## src/rtl/rr_arbiter4_enc.sv

```systemverilog
// Purpose: 4-requester round-robin arbiter with registered grant index, valid flag and hold timeout.
// Latency: 1 cycle from request to grant; every release is followed by at least one idle cycle.
// Backpressure: grant is held until done, request drop, or the hold limit forces a release.
//
// Ports:
//   clk          system clock, all state updates on the rising edge
//   rst          asynchronous active-high reset
//   req[3:0]     request vector, bit i is requester i
//   done         release strobe from the granted requester (ignored while idle)
//   grant_valid  a grant is active this cycle (gates the downstream decoder)
//   grant_idx    index of the granted requester (downstream decoder select)
//   timeout      one-cycle pulse: the previous grant was force-released by the hold limit

module rr_arbiter4_enc #(
    parameter int HOLD_MAX = 8,  // max cycles a grant is held; 0 disables the limit
    parameter int CNT_W    = 4   // hold counter width; HOLD_MAX must fit as 2^CNT_W
) (
    input  logic       clk,
    input  logic       rst,
    input  logic [3:0] req,
    input  logic       done,
    output logic       grant_valid,
    output logic [1:0] grant_idx,
    output logic       timeout
);

    typedef enum logic {
        IDLE  = 1'b0,
        GRANT = 1'b1
    } state_t;

    // Counter value seen during the last permitted cycle of a grant.
    localparam logic [CNT_W-1:0] HOLD_LAST =
        (HOLD_MAX == 0) ? '0 : CNT_W'(HOLD_MAX - 1);
    localparam logic [CNT_W-1:0] CNT_ONE = CNT_W'(1);

    state_t           state_q;
    logic [1:0]       ptr_q;
    logic [CNT_W-1:0] hold_cnt_q;
    logic             grant_valid_q;
    logic [1:0]       grant_idx_q;
    logic             timeout_q;

    // Next winner when leaving IDLE.
    logic [7:0]       req_dbl;
    logic [3:0]       req_rot;
    logic [1:0]       win_off;
    logic [1:0]       grant_idx_d;

    // Release decision while in GRANT.
    logic             rel_done;
    logic             rel_drop;
    logic             rel_hold;
    logic             release_d;
    logic             timeout_d;

    // Rotate the request vector so that bit 0 is the requester at ptr;
    // the first set bit of the rotated vector is the offset from ptr.
    assign req_dbl = {req, req};
    assign req_rot = req_dbl[ptr_q +: 4];

    always_comb begin
        win_off = 2'd3;
        if (req_rot[0]) begin
            win_off = 2'd0;
        end else if (req_rot[1]) begin
            win_off = 2'd1;
        end else if (req_rot[2]) begin
            win_off = 2'd2;
        end
    end

    // 2-bit add wraps naturally mod 4.
    assign grant_idx_d = ptr_q + win_off;

    // Priority: done beats a request drop, which beats the hold limit,
    // so a timeout only fires when the requester still wants the bus.
    assign rel_done  = done;
    assign rel_drop  = ~req[grant_idx_q];
    assign rel_hold  = (HOLD_MAX != 0) && (hold_cnt_q == HOLD_LAST);
    assign release_d = rel_done | rel_drop | rel_hold;
    assign timeout_d = ~rel_done & ~rel_drop & rel_hold;

    always_ff @(posedge clk or posedge rst) begin
        if (rst) begin
            state_q       <= IDLE;
            ptr_q         <= 2'd0;
            hold_cnt_q    <= '0;
            grant_valid_q <= 1'b0;
            grant_idx_q   <= 2'd0;
            timeout_q     <= 1'b0;
        end else begin
            // Pulse output: only the release edge below may raise it.
            timeout_q <= 1'b0;
            case (state_q)
                IDLE: begin
                    if (|req) begin
                        state_q       <= GRANT;
                        grant_valid_q <= 1'b1;
                        grant_idx_q   <= grant_idx_d;
                        hold_cnt_q    <= '0;
                    end
                end
                GRANT: begin
                    if (release_d) begin
                        // grant_idx is left alone; only the valid flag drops,
                        // which gives the downstream decoder its idle bubble.
                        state_q       <= IDLE;
                        grant_valid_q <= 1'b0;
                        ptr_q         <= grant_idx_q + 2'd1;
                        timeout_q     <= timeout_d;
                    end else if (hold_cnt_q != '1) begin
                        // Saturate so an unlimited hold never wraps the count.
                        hold_cnt_q <= hold_cnt_q + CNT_ONE;
                    end
                end
                default: begin
                    state_q       <= IDLE;
                    grant_valid_q <= 1'b0;
                end
            endcase
        end
    end

    assign grant_valid = grant_valid_q;
    assign grant_idx   = grant_idx_q;
    assign timeout     = timeout_q;

endmodule

```

## config.mk

```make
export PLATFORM = sky130hd
export DESIGN_NAME = rr_arbiter4_enc
export DESIGN_NICKNAME = d
export VERILOG_FILES = /design/src/rtl/rr_arbiter4_enc.sv
export SDC_FILE = /design/constraint.sdc
export NUM_CORES = 1
export LEC_CHECK = 0
export CELL_PAD_IN_SITES_DETAIL_PLACEMENT = 1
export CELL_PAD_IN_SITES_GLOBAL_PLACEMENT = 1
export CORE_MARGIN = 2
export CORE_UTILIZATION = 39
export DETAILED_ROUTE_END_ITERATION = 7
export PLACE_DENSITY_LB_ADDON = 0.1
export SETUP_SLACK_MARGIN = 0.15
export SLEW_MARGIN = 40
export SYNTH_ARGS = -nofsm -noshare
export SYNTH_HDL_FRONTEND = slang
export SYNTH_SLANG_ARGS = --single-unit
```

## constraint.sdc

```tcl
create_clock -name clk -period 2.95 [get_ports clk]
set_input_delay 0.885 -clock clk [delete_from_list [all_inputs] [get_ports clk]]
set_output_delay 0.885 -clock clk [all_outputs]
set_load 0.05 [all_outputs]
```

## Word level (Yosys, flattened, before mapping)

Index checks and enable logic that the tools add are counted.
W data, S select, Z words.

| storage, ports and cells | value |
|---|---|
| register bits after elaboration | 11 |
| input port bits | 7 |
| output and inout port bits | 4 |
| logic and storage cells | 46 |

| operators by class | value |
|---|---|
| add/sub/neg operators | 3 |
| $lt $le $gt $ge | 1 |
| equality and inequality tests | 6 |
| shift-type cells | 1 |
| muxes and demuxes | 17 |
| bitwise logic cells | 7 |
| reductions and logical operators | 5 |

Operators with widths:

| kind | count |
|---|---|
| $mux W4 | 3 |
| $mux W1 | 8 |
| $pmux W4 S2 | 1 |
| $shiftx A8 B3 Y3 | 1 |
| $reduce_and A2 Y1 | 3 |
| $add A4 B1 Y4 const B | 1 |
| $eq A4 B3 Y1 const B | 1 |
| $mux W2 | 2 |
| $ne A2 B1 Y1 const B | 2 |
| $ne A2 B2 Y1 const B | 2 |
| $ne A4 B4 Y1 const B | 1 |
| $pmux W1 S2 | 2 |
| $reduce_or A4 Y1 | 1 |
| $lt A2 B3 Y1 const B | 1 |
| $not A1 Y1 | 3 |
| $reduce_and A3 Y1 | 1 |
| $add A2 B1 Y2 const B | 1 |
| $add A2 B2 Y2 | 1 |
| $and A1 B1 Y1 | 2 |
| $bmux W1 S2 | 1 |
| $or A1 B1 Y1 | 2 |

## Depth between registers and ports, before layout

| logic depth | value |
|---|---|
| word-level depth | 7 |
| depth in mapped cells | 8 |
| mapped depth without buffers | 8 |

## Least setup slack after synthesis

Ideal clock, no wire load.

| timing path | value |
|---|---|
| path kind | input to register |
| from | input req[2] |
| to | register grant_idx_q[1], in the netlist grant_idx[1] |
| library setup time | 0.126 ns |
| data arrival time | 2.431 ns |
| data required time | 2.824 ns |
| slack | 0.392 ns |
| cell stages on the path | 8 |
| buffers on the path | 0 |
| cell sequence | and2_1 mux2_2 o21ai_0 o311ai_0 ha_1 nor4b_1 mux2_2 a311o_1 |

| between the ends | value |
|---|---|
| word-level cells in the longest chain between the ends | 5 |
| elaborated cells between the ends (all ways) | 7 |
| classes of those cells | add/sub: 1; shift: 1; mux: 3; reduce/logical: 2 |

RTL lines:

| element | line | source |
|---|---|---|
| start: declaration | 20 | `input logic [3:0] req,` |
| $shiftx A8 B3 Y3 | 60 | `assign req_rot = req_dbl[ptr_q +: 4];` |
| $mux W1 | 68 | `end else if (req_rot[2]) begin` |
| $mux W2 | 66 | `end else if (req_rot[1]) begin` |
| $mux W2 | 64 | `if (req_rot[0]) begin` |
| $add A2 B2 Y2 | 74 | `assign grant_idx_d = ptr_q + win_off;` |
| end signal: assignment | 100 | `grant_idx_q <= grant_idx_d;` |
| end: declaration | 41 | `logic [1:0] grant_idx_q;` |

Several ways; a longest one is shown, not always the timed one.
A chain may end at the register's enable or synchronous reset.

## Worst setup path in the final report

Ends and elaborated chain as after synthesis.

==> metrics.md <==
| Metric | Value |
|---|---|
| Maxcap violations | 0 |
| Unrepaired setup endpoints after global routing | false |
| Syn Inst Count | 63 |
| Sw Pwr | 352 uW |
| HP Class | reg -> reg |
| Setup CP Type | in -> reg |
| CP Max Fanout | 4 |
| Worst r2r src | ptr_q[0] |
| Headroom to the max-slew limit | 66.9% |
| Power Density | 934 nW/um^2 |
| Pin count of the biggest net entering global routing | 12 |
| CP Launch Type | input port |
| Minimum clock period after layout | 2620 ps |
| Outcome | complete, no violations |
| Buffers added on ports | 10 |
| CP most frequent cell | mux2_2 |
| Fin crit share | 88.8% |
| First-pass GRT wire length | 2620 um |
| Cell variety after synth | 32 |
| FF-to-FF path depth | 8 |
| Post-synth top cells | dfrtp_1 (11), nor2_1 (5), mux2_2 (4) |
| CTS H-tree depth | 1 |
| Top post-synthesis cells by area | dfrtp_1 (41%), mux2_2 (6.7%), mux2i_1 (4.4%) |
| Seq pwr share | 36.1% |
| Launch point of the worst path | req[2] |
| Initial Utilization | 40.5% |
| Post-Syn Area per Cell | 10.7 sq um |
| Clock power frac | 12.7% |
| Internal | 464 uW |
| Final setup fails | 0 |
| # DRC | 0 |
| Sw Ratio | 43.1% |
| Nature of the critical path endpoint | register |
| GP Congestion | 0.871 |
| Top cell type's share of synthesized area | 40.7% |
| Worst r2r dst | grant_idx[1] |
| Post-CTS Setup Bufs | 0 |
| Vias in the first global route | 566 |
| Final slew viol count | 0 |
| Clock Root Buffer | clkbuf_4 |
| Slowest Stage Delay on Critical Path | 310 ps |
| Worst Skew | 3.37 ps |
| Initial DRC count | 3 |
| Clock latency on the worst-skew pair | 270 ps |
| WL per Instance | 15.2 um |
| CP Data Required Time | 3110 ps |
| Final HPWL DP | 1190 um |
| Multi-input gate area | 388 sq um |
| Die ar. | 2080 sq um |
| FMAX | 382 MHz |
| Mapped Nets | 72 |
| Crit-path cells | dlygate4sd2_1 -> and2_1 -> mux2_2 -> o21ai_0 -> o311ai_1 -> ha_2 -> nor4b_1 -> mux2_2 -> a311o_1 |
| Clock Sinks | 11 |
| Count of final hold-check violations | 0 |
| Slowest cell on the critical path | a311o_1 |
| Hold depth | 1 |
| CTS max path bufs | 2 |
| Register area | 275 sq um |
| Crit path arrival time | 2770 ps |
| Post-synth EDFFs | 0 |
| Dominant cell type by area after synthesis | dfrtp_1 |
| Total core area | 1670 sq um |
| Ant diodes | 0 |
| R2R Setup Slk | 690 ps |
| IO Count | 11 |
| Synth Cell Area | 677 sq um |
| CTS tree | built |
| Cts bufs inserted | 3 |
| Leakage | 0.000402 uW |
| Capture point of the worst path | grant_idx[1] |
| Asr flop ratio synth | 100% |
| Final Net Count | 93 |
| Routed Antenna Nets | 0 |
| Share of layout cells above drive strength 1 | 25.3% |
| Antenna violations before repair | 0 |
| Post-CTS Hold Fix Bufs | 0 |
| Vias/cell | 5.74 |
| Clock transition at the registers of the reported paths | 70 ps |
| Combinational power share | 51.2% |
| Peak supply drop | 564 uV |
| Num rows | 15 |
| Gr usage total | 18.3% |
| Synthesis-stage register bit count | 11 |
| Tot Pwr | 816 uW |
| Final core occ | 52.4% |
| First-pass iteration count of the detailed router | 2 |
| Ys flop type | dfrtp_1 |
| Synth warn | 0 |
| Die X | 45.7 um |
| Total Routed Length | 1520 um |
| Worst slew pin tran | 496 ps |
| Via count | 574 |
| Top-count cell post-synth | dfrtp_1 |
| Filler cells | 193 |
| Sequential cell area fraction in the yosys report | 40.7% |
| Remaining Overflow, GRT | 0 |
| Area added between synthesis and finish | 29.2% |
| Die H | 45.7 um |
-- critical path: cells and delay by family --
| kind | cells | cell delay [ps] |
|---|---|---|
| compound gates | 3 | 590 |
| fa+ha+maj | 1 | 210 |
| mux | 2 | 530 |
| simple gates | 2 | 300 |
| buf+inv | 1 | 260 |
-- placed cells by master (no fill, tap or decap), types with 3 or more instances in the layout --
cell,count
buf_4,7
clkbuf_4,3
clkdlybuf4s50_1,6
dfrtp_1,11
dlygate4sd2_1,3
inv_1,3
mux2_2,4
mux2i_1,3
nor2_1,5
xor2_1,3
-- metal layers --
layer | vias to the layer above | routed length [um] | track usage (%)
li1 | 282 | - | -
met1 | 283 | 780 | 26.4
met2 | 7 | 678 | 25.1
met3 | 2 | 46 | 7.14
met4 | 0 | 12 | 5.29
met5 | - | 0 | 0
-- stage by stage --
stage | setup WS (ps) | setup TNS, ps | instance area (sq um) | hold slack [ps] | std cells
global route | 177 | 0 | 875 | 538 | 100
global placement | -216 | -216 | 846 | 480 | 96
CTS | 186 | 0 | 872 | 509 | 100
finish | 331 | 0 | 875 | 507 | 100
floorplan | 392 | 0 | 677 | 469 | 63
detailed placement | -200 | -200 | 846 | 485 | 96
-- layout make-up --
class | count | area share (%)
clock buffer | 3 | 2.58
clock inverter | 1 | 0.572
inverter | 3 | 1.29
multi-input combinational | 48 | 44.3
sequential | 11 | 31.5
tap | 17 | 2.43
timing repair buffer | 17 | 17.3
-- cell families after synthesis --
| family | after synthesis | share of synthesized area (%) |
|---|---|---|
| AOI/OAI and AO/OA | 11 | 12.9 |
| muxes | 8 | 14.4 |
| DFF | 11 | 40.7 |
| buffers and inverters | 4 | 2.40 |
| and+or+nand+nor | 24 | 22.0 |
| adders and majority gates | 2 | 3.70 |
| xor gates and xnor gates | 3 | 3.88 |
-- power by group through the flow --
| stage | Clock, uW | Sequential (uW) | Combinational, uW |
|---|---|---|---|
| floorplan | 0 | 332 | 251 |
| global placement | 0 | 294 | 415 |
| detailed placement | 0 | 298 | 418 |
| CTS | 110 | 295 | 424 |
| global route | 116 | 308 | 465 |
| finish | 103 | 295 | 418 |
-- registers in the layout (all words and copies together), names as in the netlist --
| signal | flops |
|---|---|
| state_q | 1 |
| grant_valid | 1 |
| grant_idx | 2 |
| ptr_q | 2 |
| hold_cnt_q | 4 |
| timeout | 1 |
-- worst min-delay path by stage --
stage	startpoint	endpoint	slack [ps]
5_1_grt	grant_valid	grant_valid	540
3_3_place_gp	grant_valid	grant_valid	480
4_1_cts	hold_cnt_q[3]	timeout	510
2_1_floorplan	hold_cnt_q[3]	timeout	470
3_5_place_dp	grant_valid	grant_valid	480
6_report	grant_valid	grant_valid	510
-- timing repair --
item | CTS | global route
pin swaps | 1 | 1
endpoints found under the setup margin | 1 | 1
resized for setup | 5 | 1
hold endpoints to repair | 0 | 0
Power figures use the tool's default switching activity.
